[config.mk]
export PLATFORM = sky130hd
export DESIGN_NAME = ram_bridge
export DESIGN_NICKNAME = d
export VERILOG_FILES = /design/src/rtl/ram_bridge_pkg.sv /design/src/rtl/ram_bridge_wait_counter.sv /design/src/rtl/ram_bridge.sv
export SDC_FILE = /design/constraint.sdc
export NUM_CORES = 1
export LEC_CHECK = 0
export ABC_AREA = 1
export CORE_UTILIZATION = 40
export CTS_CLUSTER_SIZE = 16
export DETAILED_ROUTE_END_ITERATION = 6
export GPL_ROUTABILITY_DRIVEN = 0
export PLACE_DENSITY = 0.84
export SLEW_MARGIN = 20
export SYNTH_ARGS = -nofsm -noshare
export SYNTH_HDL_FRONTEND = slang
export SYNTH_SLANG_ARGS = --single-unit
[constraint.sdc]
create_clock -name clock -period 1.3 [get_ports clock]
set_input_delay 0.26 -clock clock [delete_from_list [all_inputs] [get_ports clock]]
set_output_delay 0.26 -clock clock [all_outputs]
set_load 0.1 [all_outputs]
[src/rtl/ram_bridge_pkg.sv]
// Shared types and constants for the ram_bridge SRAM cycle generator.
package ram_bridge_pkg;

    // Width of the access wait counter; covers WAIT_CYC up to 15.
    localparam int WAIT_W = 4;

    typedef enum logic [1:0] {
        IDLE   = 2'd0,
        SETUP  = 2'd1,
        ACCESS = 2'd2,
        HOLD   = 2'd3
    } bridge_state_t;

    typedef enum logic {
        DIR_READ  = 1'b0,
        DIR_WRITE = 1'b1
    } bridge_dir_t;

endpackage

[src/rtl/ram_bridge_wait_counter.sv]
// Loadable down-counter that times the strobe-low part of an SRAM access.
// zero is asserted whenever the count has reached 0.
module ram_bridge_wait_counter
    import ram_bridge_pkg::*;
(
    input  logic              clock,
    input  logic              n_reset,
    input  logic              load,
    input  logic [WAIT_W-1:0] load_val,
    input  logic              dec,
    output logic              zero
);

    logic [WAIT_W-1:0] count;

    // Load takes priority over decrement; the count never wraps below 0.
    always_ff @(posedge clock or negedge n_reset) begin
        if (!n_reset) begin
            count <= '0;
        end else if (load) begin
            count <= load_val;
        end else if (dec && (count != '0)) begin
            count <= count - 1'b1;
        end
    end

    assign zero = (count == '0);

endmodule

[src/rtl/ram_bridge.sv]
// ram_bridge: turns the sequencer's single-cycle RAM strobes into a timed
// asynchronous SRAM cycle (setup, WAIT_CYC access cycles, hold).
// Optional write protection is compiled in with `define RAM_BRIDGE_PROT_EN.
//
// Handshake: a request is a clock edge with RAM_NCE=0 and either RAM_NWE=0
// (write, takes precedence) or RAM_NOE=0 (read) while busy=0; any request
// edge seen while busy=1 is dropped. Read data is valid for exactly the one
// cycle in which rdata_valid=1 and stays in rdata until the next read.
module ram_bridge
    import ram_bridge_pkg::*;
#(
    parameter int WORD_W   = 8,
    parameter int ADDR_W   = 5,
    parameter int WAIT_CYC = 2,
    parameter int PROT_TOP = 7
) (
    input  logic              clock,
    input  logic              n_reset,
    input  logic              RAM_NCE,
    input  logic              RAM_NOE,
    input  logic              RAM_NWE,
    input  logic [ADDR_W-1:0] addr,
    input  logic [WORD_W-1:0] wdata,
    output logic [WORD_W-1:0] rdata,
    output logic              rdata_valid,
    output logic              busy,
    output logic [ADDR_W-1:0] sram_addr,
    output logic [WORD_W-1:0] sram_dq_out,
    output logic              sram_dq_oe,
    input  logic [WORD_W-1:0] sram_dq_in,
    output logic              sram_nce,
    output logic              sram_noe,
    output logic              sram_nwe,
    output logic              prot_err,
    output logic [1:0]        dbg_state
);

    bridge_state_t state, state_next;
    bridge_dir_t   dir, dir_next;
    logic          blocked, blocked_next;

    logic [WORD_W-1:0] rdata_next;
    logic              rdata_valid_next, busy_next;
    logic [ADDR_W-1:0] sram_addr_next;
    logic [WORD_W-1:0] sram_dq_out_next;
    logic              sram_dq_oe_next, sram_nce_next, sram_noe_next, sram_nwe_next;
    logic              prot_err_next;

    logic cnt_load, cnt_dec, cnt_zero;
    logic req_write, req_read, addr_protected;

    assign req_write = !RAM_NCE && !RAM_NWE;
    assign req_read  = !RAM_NCE && RAM_NWE && !RAM_NOE;

`ifdef RAM_BRIDGE_PROT_EN
    assign addr_protected = (int'(addr) <= PROT_TOP);
`else
    // PROT_TOP only matters when protection is compiled in.
    logic unused_prot_top;
    assign unused_prot_top = (PROT_TOP != 0);
    assign addr_protected  = 1'b0;
`endif

    ram_bridge_wait_counter u_wait_counter (
        .clock    (clock),
        .n_reset  (n_reset),
        .load     (cnt_load),
        .load_val (WAIT_W'(WAIT_CYC - 1)),
        .dec      (cnt_dec),
        .zero     (cnt_zero)
    );

    // Next-state and next-output decode; every output is registered below.
    always_comb begin
        state_next       = state;
        dir_next         = dir;
        blocked_next     = blocked;
        rdata_next       = rdata;
        rdata_valid_next = 1'b0;
        busy_next        = busy;
        sram_addr_next   = sram_addr;
        sram_dq_out_next = sram_dq_out;
        sram_dq_oe_next  = sram_dq_oe;
        sram_nce_next    = sram_nce;
        sram_noe_next    = sram_noe;
        sram_nwe_next    = sram_nwe;
        prot_err_next    = prot_err;
        cnt_load         = 1'b0;
        cnt_dec          = 1'b0;
        case (state)
            IDLE: begin
                if (req_write || req_read) begin
                    state_next     = SETUP;
                    busy_next      = 1'b1;
                    sram_nce_next  = 1'b0;
                    sram_addr_next = addr;
                    if (req_write) begin
                        dir_next         = DIR_WRITE;
                        blocked_next     = addr_protected;
                        sram_dq_out_next = wdata;
                        sram_dq_oe_next  = !addr_protected;
                    end else begin
                        dir_next     = DIR_READ;
                        blocked_next = 1'b0;
                    end
                end
            end
            SETUP: begin
                state_next = ACCESS;
                cnt_load   = 1'b1;
                if (dir == DIR_READ) begin
                    sram_noe_next = 1'b0;
                end else begin
                    sram_nwe_next = blocked;
                end
            end
            ACCESS: begin
                if (cnt_zero) begin
                    state_next    = HOLD;
                    sram_noe_next = 1'b1;
                    sram_nwe_next = 1'b1;
                    if (dir == DIR_READ) begin
                        rdata_next       = sram_dq_in;
                        rdata_valid_next = 1'b1;
                    end else begin
                        prot_err_next = prot_err || blocked;
                    end
                end else begin
                    cnt_dec = 1'b1;
                end
            end
            HOLD: begin
                state_next      = IDLE;
                busy_next       = 1'b0;
                sram_nce_next   = 1'b1;
                sram_dq_oe_next = 1'b0;
            end
            default: begin
                state_next = IDLE;
            end
        endcase
    end

    // State and output registers; reset aborts any cycle with strobes high.
    always_ff @(posedge clock or negedge n_reset) begin
        if (!n_reset) begin
            state       <= IDLE;
            dir         <= DIR_READ;
            blocked     <= 1'b0;
            rdata       <= '0;
            rdata_valid <= 1'b0;
            busy        <= 1'b0;
            sram_addr   <= '0;
            sram_dq_out <= '0;
            sram_dq_oe  <= 1'b0;
            sram_nce    <= 1'b1;
            sram_noe    <= 1'b1;
            sram_nwe    <= 1'b1;
            prot_err    <= 1'b0;
        end else begin
            state       <= state_next;
            dir         <= dir_next;
            blocked     <= blocked_next;
            rdata       <= rdata_next;
            rdata_valid <= rdata_valid_next;
            busy        <= busy_next;
            sram_addr   <= sram_addr_next;
            sram_dq_out <= sram_dq_out_next;
            sram_dq_oe  <= sram_dq_oe_next;
            sram_nce    <= sram_nce_next;
            sram_noe    <= sram_noe_next;
            sram_nwe    <= sram_nwe_next;
            prot_err    <= prot_err_next;
        end
    end

    assign dbg_state = state;

endmodule

Yosys cells after proc, flatten, opt, wreduce, memory -nomap -nowiden
Index checks and enable logic that the tools add are counted.

word-level totals
  flip-flop bits (word level) = 34
  input port bits = 26

operators by class
  add/subtract/negate cells = 1
  equal/unequal tests = 8
  muxes and demuxes = 24
  bitwise gates (word level) = 1
  reduce and logical (&&, ||, !) cells = 22

operators by type and width
  kind                                              number
  AND reduction 3 bit                               5
  two-way mux 1 bit                                 14
  != test 2 bit, second input constant              5
  case mux 1 bit (2 select lines)                   5
  two-way mux 4 bit                                 2
  case mux 2 bit (4 select lines)                   1
  AND reduction 2 bit                               3
  nonzero test 2 bit                                3
  == test 2 bit, second input constant              2
  logical AND 1 bit                                 4
  zero test 4 bit                                   1
  two-way mux 2 bit                                 2
  nonzero test 4 bit                                1
  subtractor 4 x 1 -> 4 bit, second input constant  1
  zero test 1 bit                                   3
  == test 2 x 1 -> 1 bit, second input constant     1
  zero test 2 bit                                   1
  logical OR 1 bit                                  1
  NOT 1 bit                                         1

Logic depth before layout (Yosys ltp)
  depth in word-level cells = 6
  mapped depth = 8

Hierarchy
Synthesis repeated with hierarchy kept, for this count alone.

second synthesis, totals
  cell total of the unflattened synthesis = 201
  area, all modules = 1637.8 µm²

modules (own cells, without submodules)
  module                   times used  cells an instance  area each (µm²)  seq. area each (µm²)
  ram_bridge               1           155                1342.5           754.5
  ram_bridge_wait_counter  1           46                 295.3            100.1

Least setup slack after synthesis
OpenSTA, ideal clock, no wires.

  path type = register -> register
  start point = reg state[0], in the netlist dbg_state[0]
  end point = reg rdata[0]
  data arrival time = 1.963 ns
  required time = 1.180 ns
  setup slack = -0.783 ns
  stages on the path, launching flop included = 9
  clock period less this slack = 2.083 ns
  path through = dfrtp_1 > inv_1 > ha_1 > inv_1 > nor2_8 > nand2_4 > clkinv_4 > nand2_1 > nand2_1

between the ends
  cells in the longest elaborated chain, start to end = 2

ends and longest elaborated chain
  element                               RTL line           RTL
  start: declaration                    ram_bridge.sv:38   bridge_state_t state, state_next;
  start signal: assignment              ram_bridge.sv:161  state <= state_next;
  == test 2 bit                         ram_bridge.sv:90   case (state)
  AND reduction 3 bit (no source line)  n/a
  end signal: assignment                ram_bridge.sv:164  rdata <= rdata_next;
  end: declaration                      ram_bridge.sv:24   output logic [WORD_W-1:0] rdata,

No other way between the ends.
A chain may end at the register's enable or synchronous reset.

Worst setup path after layout
  start point = reg state[1], in the netlist dbg_state[1]
  end point = out dbg_state[1]

RTL lines
  element           RTL line          RTL
  end: declaration  ram_bridge.sv:35  output logic [1:0] dbg_state

No word-level cell between the ends.

==> summary.md <==
| Metric | Value |
|---|---|
| DR iter-0 viols | `54` |
| Reg2reg start | `dbg_state[0]` |
| Pre-antenna DRT Iters | `4` |
| Critical path buffers and inverters | `2` |
| First-pass GRT wire length | `6893 um` |
| Skew-Pair Late Insertion Delay | `0.28 ns` |
| Max-cap violation count | `0` |
| Critical path's top delay family | `flip-flops` |
| Initial antenna violation count | `0` |
| Post-DRT Antenna Nets | `0` |
| Sequential share of the synthesized area | `54.47%` |
| Mapped Cells | `181` |
| TritonCTS buffer count | `5` |
| Clock Path Buffers | `2` |
| FMAX | `738.8 MHz` |
| Crit-path cells | `buf_6, buf_12` |
| Vias in the first global route | `1522` |
| RSZ-0062 raised after global routing | `true` |
| Startpoint type of the worst setup path | `flop` |
| Failing checks | `negative setup slack` |
| H-tree depth | `2` |
| Data required, critical path | `1.04 ns` |
| DR vias/cell | `4.876` |
| CP max stage cell | `dfrtp_4` |
| Root Buffer | `clkbuf_8` |
| Crit Reg-Reg Endpoint | `u_wait_counter.count[1]` |
| Min setup slack post-route | `-0.05361 ns` |
| Die W | `64.63 um` |
| Slew Viols, Final | `0` |
| Site Rows | `22` |
| Final setup violation count | `11` |
| Max FO, Critical Path | `3` |
| Die ar. | `4177 sq um` |
| Pre-CTS setup slack | `-0.1640 ns` |
| Crit end category | `primary output` |
| CTS clock-pin slew for the worst setup and hold paths | `0.07 ns` |
| Port bufs | `54` |
| Clk sinks | `34` |
| NumNets Final | `283` |
| Total of flip-flops plus latches after synthesis | `34` |
| Crit path kind | `flop to primary output` |
| Status | `finished, violations left` |
| DR WL/cell | `13.88 um` |
| Syn. warnings | `0` |
| TritonCTS clock tree | `done` |
| GRT Util Overall | `22.14%` |
| Hold-fix buffers, CTS | `0` |
| Area grow syn2layout | `80.62%` |
| I/O pin total | `56` |
| Register-to-Register Setup Slack | `-0.02 ns` |
| Arrival time at the worst endpoint | `1.09 ns` |
| Crit-path max cell delay | `0.51 ns` |
| DR DRC count | `0` |
| Initial Util | `42.22%` |
| Vias | `1458` |
| Mapped Avg Cell Area | `8.669 sq um` |
| Library cells used by synthesis | `25` |
| Fin Clk Skew | `0.004533 ns` |
| Ant. Diodes | `0` |
| R2R cell count | `7` |
| Hold Vio Cnt, Final | `0` |
| Share of the clock period used by the worst path | `104.1%` |
| Overflow after GRT | `0` |
| Largest net degree at the start of global routing | `35` |
| Layout cells sized above 1 | `32.67%` |
| Minimum clock period | `1.354 ns` |
| DIE HEIGHT | `64.63 um` |
| Syn Nets | `214` |
| Synth Cell Area | `1569 sq um` |
| Worst Hold Class | `input port to asynchronous set/reset pin` |
| HPWL after detailed placement | `2999 um` |
| Core Box Area | `3716 sq um` |
| Routed WL | `4149 um` |
## placed cells by master (no fill, tap or decap)
cell type,Yosys,routed
nor2_4,1,2
dfrtp_4,0,2
ha_1,7,2
xor2_1,1,1
or2_2,1,1
nand4_1,1,1
clkdlybuf4s50_1,0,25
dfrtp_1,31,29
buf_12,0,30
buf_4,1,7
o21ai_0,2,2
a21oi_4,0,1
ha_2,0,1
a21oi_1,1,1
inv_4,0,3
nor2_8,1,1
o21ai_2,0,1
ha_4,0,4
buf_6,0,3
conb_1,1,1
nand2_1,87,82
o21bai_2,0,1
nand2_2,0,4
clkbuf_8,0,6
inv_6,0,2
nand2_8,0,1
nand3_1,16,15
nand3_2,0,1
bufinv_16,0,2
clkinv_8,0,1
nor2_1,5,3
nor2_2,0,1
o21ai_1,2,1
dfstp_2,3,3
nand2_4,2,2
o211ai_1,2,2
inv_2,2,2
inv_1,9,4
## worst max-delay path by stage
stage	cells past startpoint	from	slack [ns]	endpoint
2_1_floorplan	8	dbg_state[0]	-0.11	rdata[0]
3_3_place_gp	7	RAM_NCE	-0.10	dbg_state[0]
3_5_place_dp	7	RAM_NCE	-0.16	dbg_state[1]
4_1_cts	2	dbg_state[1]	-0.06	dbg_state[1]
5_1_grt	8	dbg_state[0]	-0.08	rdata[7]
6_report	2	dbg_state[1]	-0.05	dbg_state[1]
## cell families (layout without fill, tap and decap cells)
kind of cell | count (synthesis) | after routing | share of synthesized area [%]
adders and majority gates | 7 | 7 | 5.582
other | 1 | 1 | 0.2390
DFF | 34 | 34 | 54.47
and+or+nand+nor | 114 | 114 | 31.34
AOI/OAI and AO/OA | 9 | 9 | 3.588
buffers and inverters | 15 | 85 | 4.226
xor gates and xnor gates | 1 | 1 | 0.5583
## through the flow
stage	instances	utilization [%]	area (sq um)	hold slack, ns	TNS, ns
6_report	299	76.26	2834	0.3385	-0.1773
5_1_grt	299	76.26	2834	0.3400	-0.9781
4_1_cts	298	74.75	2778	0.3466	-0.1425
2_1_floorplan	181	-	1657	-0.03559	-1.358
3_3_place_gp	287	69.60	2586	0.4710	-1.165
3_5_place_dp	287	69.60	2586	0.5034	-2.151
## layer usage
metal  global-route usage [%]  wire (um)
met3                    6.514        209
met1                    24.37       1677
met2                    41.18       2235
met4                    5.556         25
met5                        0          0
## sequential cells by signal (all words and copies together) (netlist names), 2 cells and up
signal and flops:
dbg_state 2, rdata 8, sram_addr 5, sram_dq_out 8
u_wait_counter.count 4
## cell usage after synthesis
cell type / count / area, sq um
a21oi_1: 1 / 5.000
a21oi_2: 1 / 8.760
buf_2: 1 / 5.000
buf_4: 1 / 7.510
clkbuf_1: 1 / 3.750
clkinv_4: 1 / 8.760
conb_1: 1 / 3.750
dfrtp_1: 31 / 775.7
dfstp_2: 3 / 78.83
ha_1: 7 / 87.58
inv_1: 9 / 33.78
inv_2: 2 / 7.510
nand2_1: 87 / 326.6
nand2_4: 2 / 22.52
nand3_1: 16 / 80.08
nand4_1: 1 / 6.260
nor2_1: 5 / 18.77
nor2_4: 1 / 11.26
nor2_8: 1 / 20.02
o211ai_1: 2 / 15.01
o21ai_0: 2 / 10.01
o21ai_1: 2 / 10.01
o21bai_1: 1 / 7.510
or2_2: 1 / 6.260
xor2_1: 1 / 8.760
## cell type report
| class | instances | area (sq um) |
|---|---|---|
| Inverter | 12 | 75.07 |
| Clock inverter | 2 | 60.06 |
| Sequential cell | 34 | 862.1 |
| Clock buffer | 6 | 82.58 |
| Fill cell | 226 | 882.1 |
| Tap cell | 48 | 60.06 |
| Timing Repair Buffer | 65 | 937.1 |
| Multi-Input combinational cell | 132 | 757.0 |
## timing repair
action | 4_1_cts | 5_1_grt
pin swaps | 1 | 2
resized for setup | 5 | 15
setup buffers | 3 | 1
cloned | 0 | 0
setup endpoints to repair | 13 | 23
endpoints found under the hold margin | 0 | 0
Power is not shown: default switching activity piles up to over one toggle a cycle in this logic, so the estimate is an artifact.
